<file path="src/rtl/dmem_arbiter_pkg.sv">
// Shared definitions for the data-memory arbiter: default widths, requester IDs and FSM encoding.
package dmem_arbiter_pkg;

    localparam int unsigned XLEN      = 32;
    localparam int unsigned ADDR_SIZE = 32;
    localparam int unsigned AMP_W     = 4;

    // Requester identifiers, also used as bit positions in the grant vector
    localparam logic REQ_CPU = 1'b0;
    localparam logic REQ_EXT = 1'b1;

    typedef enum logic [1:0] {
        StIdle   = 2'd0,
        StAccess = 2'd1,
        StResp   = 2'd2
    } arb_state_e;

endpackage

</file>
<file path="src/rtl/dmem_arbiter_rr_arb2.sv">
// Two-way round-robin arbiter: a tie goes to the requester that was not granted last.
module rr_arb2
    import dmem_arbiter_pkg::*;
(
    input  logic [1:0] req,
    input  logic       last,
    output logic [1:0] gnt
);

    always_comb begin
        gnt = 2'b00;
        if (req[REQ_CPU] && (!req[REQ_EXT] || (last == REQ_EXT))) begin
            gnt[REQ_CPU] = 1'b1;
        end else if (req[REQ_EXT]) begin
            gnt[REQ_EXT] = 1'b1;
        end
    end

endmodule

</file>
<file path="src/rtl/dmem_arbiter.sv">
// Data-memory arbiter between the pipeline MEM stage and an external port.
// One access per three cycles: IDLE (arbitrate) -> ACCESS (drive dmem) -> RESP (ready pulse).
module dmem_arbiter #(
    parameter int unsigned XLEN      = dmem_arbiter_pkg::XLEN,
    parameter int unsigned ADDR_SIZE = dmem_arbiter_pkg::ADDR_SIZE
) (
    input  logic                 clk,
    input  logic                 reset,

    input  logic                 cpu_req,
    input  logic                 cpu_we,
    input  logic [ADDR_SIZE-1:0] cpu_addr,
    input  logic [XLEN-1:0]      cpu_wdata,
    input  logic [3:0]           cpu_amp,
    output logic                 cpu_ready,
    output logic                 cpu_stall,

    input  logic                 ext_req,
    input  logic                 ext_we,
    input  logic [ADDR_SIZE-1:0] ext_addr,
    input  logic [XLEN-1:0]      ext_wdata,
    input  logic [3:0]           ext_amp,
    output logic                 ext_ready,

    output logic [XLEN-1:0]      rdata,

    output logic                 mem_we,
    output logic [ADDR_SIZE-1:0] mem_addr,
    output logic [XLEN-1:0]      mem_wdata,
    output logic [3:0]           mem_amp,
    input  logic [XLEN-1:0]      mem_rdata
);

    import dmem_arbiter_pkg::*;

    arb_state_e           state_q, state_d;
    logic                 owner_q;
    logic                 last_q;
    logic                 cmd_we_q;
    logic [ADDR_SIZE-1:0] cmd_addr_q;
    logic [XLEN-1:0]      cmd_wdata_q;
    logic [3:0]           cmd_amp_q;
    logic [XLEN-1:0]      rdata_q;

    logic [1:0]           gnt;
    logic                 accept;
    logic                 win_ext;

    rr_arb2 u_rr_arb2 (
        .req  ({ext_req, cpu_req}),
        .last (last_q),
        .gnt  (gnt)
    );

    assign win_ext = gnt[REQ_EXT];

    always_comb begin
        state_d = state_q;
        accept  = 1'b0;
        unique case (state_q)
            StIdle: begin
                if (cpu_req || ext_req) begin
                    state_d = StAccess;
                    accept  = 1'b1;
                end
            end
            StAccess: state_d = StResp;
            StResp:   state_d = StIdle;
            default:  state_d = StIdle;
        endcase
    end

    always_ff @(posedge clk or negedge reset) begin
        if (!reset) begin
            state_q     <= StIdle;
            owner_q     <= REQ_CPU;
            last_q      <= REQ_EXT;
            cmd_we_q    <= 1'b0;
            cmd_addr_q  <= '0;
            cmd_wdata_q <= '0;
            cmd_amp_q   <= '0;
            rdata_q     <= '0;
        end else begin
            state_q <= state_d;
            if (accept) begin
                owner_q     <= win_ext ? REQ_EXT : REQ_CPU;
                last_q      <= win_ext ? REQ_EXT : REQ_CPU;
                cmd_we_q    <= win_ext ? ext_we : cpu_we;
                cmd_addr_q  <= win_ext ? ext_addr : cpu_addr;
                cmd_wdata_q <= win_ext ? ext_wdata : cpu_wdata;
                cmd_amp_q   <= win_ext ? ext_amp : cpu_amp;
            end
            if ((state_q == StAccess) && !cmd_we_q) begin
                rdata_q <= mem_rdata;
            end
        end
    end

    // mem_we is decoded from the state register so an asynchronous reset kills it at once
    assign mem_we    = (state_q == StAccess) && cmd_we_q;
    assign mem_addr  = cmd_addr_q;
    assign mem_wdata = cmd_wdata_q;
    assign mem_amp   = cmd_amp_q;

    assign cpu_ready = (state_q == StResp) && (owner_q == REQ_CPU);
    assign ext_ready = (state_q == StResp) && (owner_q == REQ_EXT);
    assign cpu_stall = cpu_req && !cpu_ready;
    assign rdata     = rdata_q;

endmodule
</file>
<file path="config.mk">
export PLATFORM = sky130hd
export DESIGN_NAME = dmem_arbiter
export DESIGN_NICKNAME = d
export VERILOG_FILES = /design/src/rtl/dmem_arbiter_pkg.sv /design/src/rtl/dmem_arbiter_rr_arb2.sv /design/src/rtl/dmem_arbiter.sv
export SDC_FILE = /design/constraint.sdc
export NUM_CORES = 1
export LEC_CHECK = 0
export ABC_CLOCK_PERIOD_IN_PS = 2100
export BUFFER_PORTS_ARGS = -buffer_cell sky130_fd_sc_hd__clkbuf_2
export CORE_ASPECT_RATIO = 0.8
export CORE_UTILIZATION = 40
export CTS_BUF_LIST = sky130_fd_sc_hd__clkbuf_2
export CTS_CLUSTER_DIAMETER = 200
export DETAILED_ROUTE_END_ITERATION = 10
export PLACE_DENSITY = 0.7
export SLEW_MARGIN = 40
export SYNTH_ARGS = -nofsm -noshare
export SYNTH_HDL_FRONTEND = slang
export SYNTH_SLANG_ARGS = --single-unit
</file>
<file path="constraint.sdc">
create_clock -name clk -period 2.1 [get_ports clk]
set_clock_uncertainty 0.05 [all_clocks]
set_input_delay 0.21 -clock clk [delete_from_list [all_inputs] [get_ports clk]]
set_output_delay 0.21 -clock clk [all_outputs]
set_load 0.05 [all_outputs]
</file>
==> impl_metrics.env, run 1 <==
export IMPL_status="did not finish"
export IMPL_failed_stage="4_1_cts"
export IMPL_stop_error="[ERROR RSZ-0060] Max buffer count reached."
export IMPL_num_rows=37
export IMPL_port_buffers=277
export IMPL_synth_area_top_cells="dfrtp_1 (49%), mux2_4 (39%), mux2_2 (6.5%), buf_8 (2.0%), buf_4 (1.4%)"
export IMPL_synth_top_area_cell="dfrtp_1"
export IMPL_start_util_pct=41.25
export IMPL_place_area_um2=6905
export IMPL_synth_top_area_share_pct=48.67
export IMPL_clockBufferDepth=2
export IMPL_ios=278
export IMPL_yosys_register_bits=105
export IMPL_yosysSeqAreaShare_pct=49.16
export IMPL_syn_area_um2=5348
export IMPL_holdBufCountCts=154
export IMPL_die_width_um=131.3
export IMPL_htreeDepth=3
export IMPL_yosysWarningCount=0
export IMPL_cts_root_buf="clkbuf_2"
export IMPL_post_cts_buffers=1
export IMPL_syn_area_per_cell_um2=17.36
export IMPL_die_h_um=105.4
export IMPL_yosysUniqueCellTypes=20
export IMPL_cts_buffers=9
export IMPL_numClockSinks=105
export IMPL_synth_net_count=482
export IMPL_dp_hpwl_um=9044
export IMPL_place_congestion=0.8364
export IMPL_syn_inst=308
export IMPL_cts_resized=1
==> logic make-up after synthesis <==
logic type	after synthesis	share of synthesized area, %
multiplexers	170	45.48
flip-flops	105	49.16
buffers and inverters	21	3.837
AND/OR/NAND/NOR	7	0.8189
AO/OA/AOI/OAI	5	0.7020
==> metrics by stage <==
stage / hold WS (ns) / cells / worst slack, ns / utilization [%]
after floorplan: -0.1356 / 308 / 0.2598 / -
after global placement: 0.1575 / 749 / 0.3905 / 53.27
after detailed placement: 0.1627 / 749 / 0.3475 / 53.27
==> synthesized netlist by cell type, drive strengths merged <==
| master | number |
|---|---|
| a31oi | 1 |
| nor2 | 1 |
| o32ai | 1 |
| a21oi | 1 |
| a21bo | 1 |
| inv | 1 |
| o21a | 1 |
| dfrtp | 104 |
| nor2b | 3 |
| nor3b | 2 |
| mux2 | 170 |
| dfstp | 1 |
| clkbuf | 1 |
| buf | 19 |
| and2 | 1 |
==> run 2: changes to the inputs <==
CORE_ASPECT_RATIO = not set   (was 0.8)
CORE_UTILIZATION = 25   (was 40)
CTS_BUF_LIST = not set   (was sky130_fd_sc_hd__clkbuf_2)
CTS_CLUSTER_DIAMETER = not set   (was 200)
PLACE_DENSITY = not set   (was 0.7)
PLACE_DENSITY_LB_ADDON = 0.15   (was not set)
==> run 2 against run 1 <==
Effect of this change: the run now ends clean; synthesized cell count is the same; synthesized area is the same.
==> impl_metrics.env, run 2 <==
export IMPL_start_util_pct=25.44
export IMPL_rr_worst_depth=4
export IMPL_leakage_uw=0.003905
export IMPL_die_h_um=148.3
export IMPL_period_minus_slack_ns=1.842
export IMPL_hold_violations=0
export IMPL_yosys_area_share_xor_xnor_pct=0
export IMPL_yosys_register_bits=105
export IMPL_worstPathRequired_ns=2.27
export IMPL_final_cell_mix="clkbuf_2 (276), mux2_4 (138), dfrtp_1 (104)"
export IMPL_overflow=0
export IMPL_dp_hpwl_um=10280
export IMPL_die_width_um=148.3
export IMPL_synthTopCellsByCount="mux2_4 (138), dfrtp_1 (104), mux2_2 (31), buf_4 (10), buf_8 (7)"
export IMPL_synth_compound_area_share_pct=0.7019
export IMPL_slowest_stage="dfstp_2"
export IMPL_cpLargestDelayFamily="multiplexers"
export IMPL_synth_net_count=482
export IMPL_drc=0
export IMPL_drv_slew=0
export IMPL_yosysUniqueCellTypes=20
export IMPL_crit_path_frequent_cell="mux2_4"
export IMPL_yosysSeqAreaShare_pct=49.16
export IMPL_synth_fa_ha_area_share_pct=0
export IMPL_grt_max_degree=57
export IMPL_drt_pre_antenna_iters=4
export IMPL_synthSimpleGateAreaFrac_pct=0.8189
export IMPL_syn_area_per_cell_um2=17.36
export IMPL_cp_cell_sequence="a21bo_4 -> buf_12 -> mux2_4 -> mux2_4"
export IMPL_drv_cap=0
export IMPL_worstHoldPathType="primary input to flop"
export IMPL_grt_pass1_wl_um=19820
export IMPL_numClockSinks=105
export IMPL_yosysMostFrequentCell="mux2_4"
export IMPL_antenna_found_initial=0
export IMPL_num_rows=53
export IMPL_worstSetupPathDepth=4
export IMPL_port_buffers=277
export IMPL_routed_top_layer="met4"
export IMPL_r2r_end="mem_addr[18]"
export IMPL_cts_root_buf="clkbuf_16"
export IMPL_htreeDepth=3
export IMPL_cts_reportedPaths_clkPinSlew_ns=0.07
export IMPL_synth_top_area_cell="dfrtp_1"
export IMPL_worst_slew_pin_slew_ns=0.4818
export IMPL_synth_top_family_by_area="multiplexers"
export IMPL_path_max_fanout=20
export IMPL_cts_buffers=9
export IMPL_grt_usage_pct=11.85
export IMPL_setup_viol=0
export IMPL_yosysWarningCount=0
export IMPL_vias=3541
export IMPL_path_buf_inv=1
export IMPL_max_freq_mhz=543.0
export IMPL_routed_wl_um=13030
export IMPL_powerDensity_nw_per_um2=1839
export IMPL_reg2reg_from="last_q"
export IMPL_m1WireLength_um=5699
export IMPL_maxSlewHeadroom_pct=67.88
export IMPL_ys_flop_type="dfrtp_1"
export IMPL_drtIter0Drc=47
export IMPL_final_common_cell="clkbuf_2"
export IMPL_vdd_drop_max_uv=766.4
export IMPL_holdPathEnd="rdata[6]"
export IMPL_post_cts_buffers=0
export IMPL_crit_path_start_kind="flop"
export IMPL_final_antenna_net_count=0
export IMPL_dieArea_um2=21980
export IMPL_ios=278
export IMPL_finalNetCount=761
export IMPL_clockBufferDepth=2
export IMPL_place_congestion=0.7498
export IMPL_avgViaCountPerCell=4.084
export IMPL_n_antenna_cell=0
export IMPL_reg2reg_slack_ns=0.26
export IMPL_fin_setup_tns_ns=0
export IMPL_hold_path_startpoint="mem_rdata[6]"
export IMPL_area_delta_synth_final_pct=38.09
export IMPL_clk_latency_ns=0.34
export IMPL_hold_ws_ns=0.04237
export IMPL_wl_met2_um=6123
export IMPL_synth_area_top_cells="dfrtp_1 (49%), mux2_4 (39%), mux2_2 (6.5%), buf_8 (2.0%), buf_4 (1.4%)"
export IMPL_grt_setup_unrepaired="no"
export IMPL_holdBufCountCts=1
export IMPL_timing_final_crit_share_pct=87.70
export IMPL_wl_per_cell_um=15.03
export IMPL_core_area_um2=21020
export IMPL_layout_drive_gt1_share_pct=80.41
export IMPL_grt_pass1_vias=3760
export IMPL_synthMuxAreaShare_pct=45.48
export IMPL_synth_top_area_share_pct=48.67
export IMPL_met3_length_um=1008
export IMPL_async_flop_share_pct=100.0
export IMPL_path_class="flop to flop"
export IMPL_syn_inst=308
export IMPL_cts_resized=0
export IMPL_holdPathStages=2
export IMPL_syn_area_um2=5348
export IMPL_crit_path_max_incr_delay_ns=0.55
export IMPL_synth_edf_count=0
export IMPL_status="finished, final reports clean"
export IMPL_cts_tree="yes"
export IMPL_crit_path_end_kind="flop"
export IMPL_arrival_ns=2.01
run 2: area by class of cell:
class	count	area [um^2]
Sequential cell	105	2629
Timing Repair Buffer	288	1587
Multi-Input combinational cell	182	2540
Clock inverter	5	38.79
Clock buffer	11	242.7
Fill cell	2068	13640
Inverter	1	3.754
Tap cell	275	344.1
run 2: kinds of logic after synthesis:
logic type / Yosys count
mux: 170
simple gates: 7
buf+inv: 21
compound gates: 5
flops: 105
run 2: worst max-delay path by stage:
stage                    to       start
3_5_place_dp    mem_addr[1]      last_q
5_1_grt        mem_addr[18]      last_q
6_report       mem_addr[18]      last_q
4_1_cts        mem_addr[18]      last_q
3_3_place_gp    mem_addr[2]      last_q
2_1_floorplan     ext_ready  state_q[0]
run 2: per-layer routing:
metal | GRT usage, % | vias up
met5 | 0 | -
met4 | 5.052 | 0
met3 | 2.945 | 11
met2 | 19.53 | 189
met1 | 14.68 | 1685
li1 | - | 1656
run 2: through the flow:
| stage | setup slack (ns) | area (um^2) | total power, uW | utilization (%) | cells |
|---|---|---|---|---|---|
| floorplan | 0.2598 | 5353 | 10220 | - | 308 |
| global placement | 0.2945 | 7093 | 12040 | 33.74 | 850 |
| detailed placement | 0.2556 | 7093 | 12130 | 33.74 | 850 |
| CTS | 0.2471 | 7385 | 13790 | 35.13 | 867 |
| global route | 0.2068 | 7385 | 14240 | 35.13 | 867 |
| finish | 0.2583 | 7385 | 13580 | 35.13 | 867 |
run 2: report_power, final:
group          switching [uW]  total (uW)  internal, uW
registers                 637        3730          3090
clock network             754        1600           845
logic                    5230        8250          3020
No activity file was read; power rests on OpenSTA's default activity.
==> run 3: changes to the inputs <==
CORE_ASPECT_RATIO = 0.7   (was not set)
==> run 3 against run 2 <==
Effect of this change: total power grew 0.23%; critical path depth unchanged; routed wire length fell by 3.2%; via count fell by 1.8%; highest routed layer unchanged.
==> impl_metrics.env, run 3 (synthesis gave the netlist of run 2 again) <==
export IMPL_gr_usage_met2_pct=19.58
export IMPL_die_h_um=124.4
export IMPL_worst_slew_pin_slew_ns=0.5809
export IMPL_crit_start="last_q"
export IMPL_dp_hpwl_um=9204
export IMPL_grt_met3_usage_pct=3.571
export IMPL_die_width_um=176.8
export IMPL_holdBufCountCts=1
export IMPL_area_delta_synth_final_pct=37.39
export IMPL_final_antenna_net_count=0
export IMPL_num_rows=44
export IMPL_cts_resized=0
export IMPL_hold_path_startpoint="mem_rdata[6]"
export IMPL_worstPathRequired_ns=2.28
export IMPL_maxSlewHeadroom_pct=61.27
export IMPL_core_area_um2=20870
export IMPL_clockBufferDepth=2
export IMPL_htreeDepth=3
export IMPL_crit_path_start_kind="flop"
export IMPL_grt_busiest_layer="met2"
export IMPL_fin_setup_tns_ns=0
export IMPL_timing_final_crit_share_pct=82.83
export IMPL_overflow=0
export IMPL_reg2reg_from="last_q"
export IMPL_leakage_uw=0.003889
export IMPL_crit_path_frequent_cell="mux2_4"
export IMPL_cpLargestDelayFamily="multiplexers"
export IMPL_use_met1_pct=14.34
export IMPL_final_cell_mix="clkbuf_2 (276), mux2_4 (138), dfrtp_1 (104)"
export IMPL_drt_pre_antenna_iters=4
export IMPL_path_buf_inv=1
export IMPL_cts_root_buf="clkbuf_16"
export IMPL_dieArea_um2=21990
export IMPL_status="finished, final reports clean"
export IMPL_cts_buffers=9
export IMPL_drv_slew=0
export IMPL_place_congestion=0.7110
export IMPL_grt_usage_pct=11.72
export IMPL_n_fill_cell=2073
export IMPL_path_max_fanout=24
export IMPL_routed_wl_um=12620
export IMPL_layout_drive_gt1_share_pct=80.27
export IMPL_drv_cap=0
export IMPL_port_buffers=277
export IMPL_period_minus_slack_ns=1.739
export IMPL_powerDensity_nw_per_um2=1853
export IMPL_vdd_drop_max_uv=653.7
export IMPL_finalNetCount=758
export IMPL_worstHoldPathType="primary input to flop"
export IMPL_grt_max_degree=106
export IMPL_arrival_ns=1.92
export IMPL_ios=278
export IMPL_dp_cells=848
export IMPL_drc=0
export IMPL_fin_cells=864
export IMPL_slowest_stage="dfstp_2"
export IMPL_hold_violations=0
export IMPL_crit_path_max_incr_delay_ns=0.56
export IMPL_antenna_found_initial=0
export IMPL_grt_pass1_wl_um=19910
export IMPL_avgViaCountPerCell=4.023
export IMPL_n_antenna_cell=0
export IMPL_wl_per_cell_um=14.61
export IMPL_grt_setup_unrepaired="no"
export IMPL_crit_path_end_kind="flop"
export IMPL_clk_latency_ns=0.35
export IMPL_hold_ws_ns=0.02422
export IMPL_setup_viol=0
export IMPL_start_util_pct=25.63
export IMPL_cts_tree="yes"
export IMPL_cts_reportedPaths_clkPinSlew_ns=0.07
export IMPL_vias=3476
export IMPL_drtIter0Drc=98
export IMPL_grt_pass1_vias=3772
export IMPL_post_cts_buffers=0
export IMPL_numClockSinks=105
export IMPL_path_class="flop to flop"
export IMPL_max_freq_mhz=574.9
export IMPL_final_common_cell="clkbuf_2"
export IMPL_cp_cell_sequence="a21bo_4 -> buf_12 -> mux2_4 -> mux2_4"
## run 3: cell count changes in the layout (fill, tap and decap cells not counted), sizes merged
cell,previous run,this run
clkinv,3,2
clkinvlp,1,0
buf,11,8
bufinv,0,1
## run 3: power by group
part	internal (uW)	total [uW]	switching (uW)
Combinational	2970	8200	5240
Sequential	3090	3680	588
Clock	957	1730	771
## run 3: layer usage
metal / wire length [um] / vias up / share of wire (%)
li1: - / 1650 / -
met1: 5560 / 1674 / 44
met2: 6026 / 142 / 48
met3: 876 / 10 / 6.9
met4: 156 / 0 / 1.2
met5: 0 / - / 0
## run 3: final cells by class
type | count | area (um^2) | share of cell area (%)
Tap cell | 276 | 345.3 | 4.700
Inverter | 1 | 3.754 | 0.05109
Timing Repair Buffer | 285 | 1539 | 20.95
Sequential cell | 105 | 2629 | 35.78
Clock inverter | 4 | 52.55 | 0.7153
Multi-Input combinational cell | 182 | 2535 | 34.50
Clock buffer | 11 | 242.7 | 3.304
## run 3: worst paths after layout
kind	endpoint	slack, ns	cells past startpoint
min in group asynchronous	rdata[2]	0.42	3
max	mem_wdata[22]	0.36	4
max in group asynchronous	mem_addr[14]	1.14	3
min	rdata[6]	0.02	2
max reg2reg	mem_wdata[22]	0.36	4
min reg2reg	rdata[21]	0.46	1
## run 3: through the flow
stage	power (uW)	instance area [um^2]	setup slack (ns)	util, %
3_3_place_gp	11950	7042	0.3960	33.75
2_1_floorplan	10220	5353	0.2598	-
6_report	13610	7347	0.3606	35.21
3_5_place_dp	12000	7042	0.3686	33.75
5_1_grt	14320	7347	0.3084	35.21
4_1_cts	13850	7347	0.3596	35.21
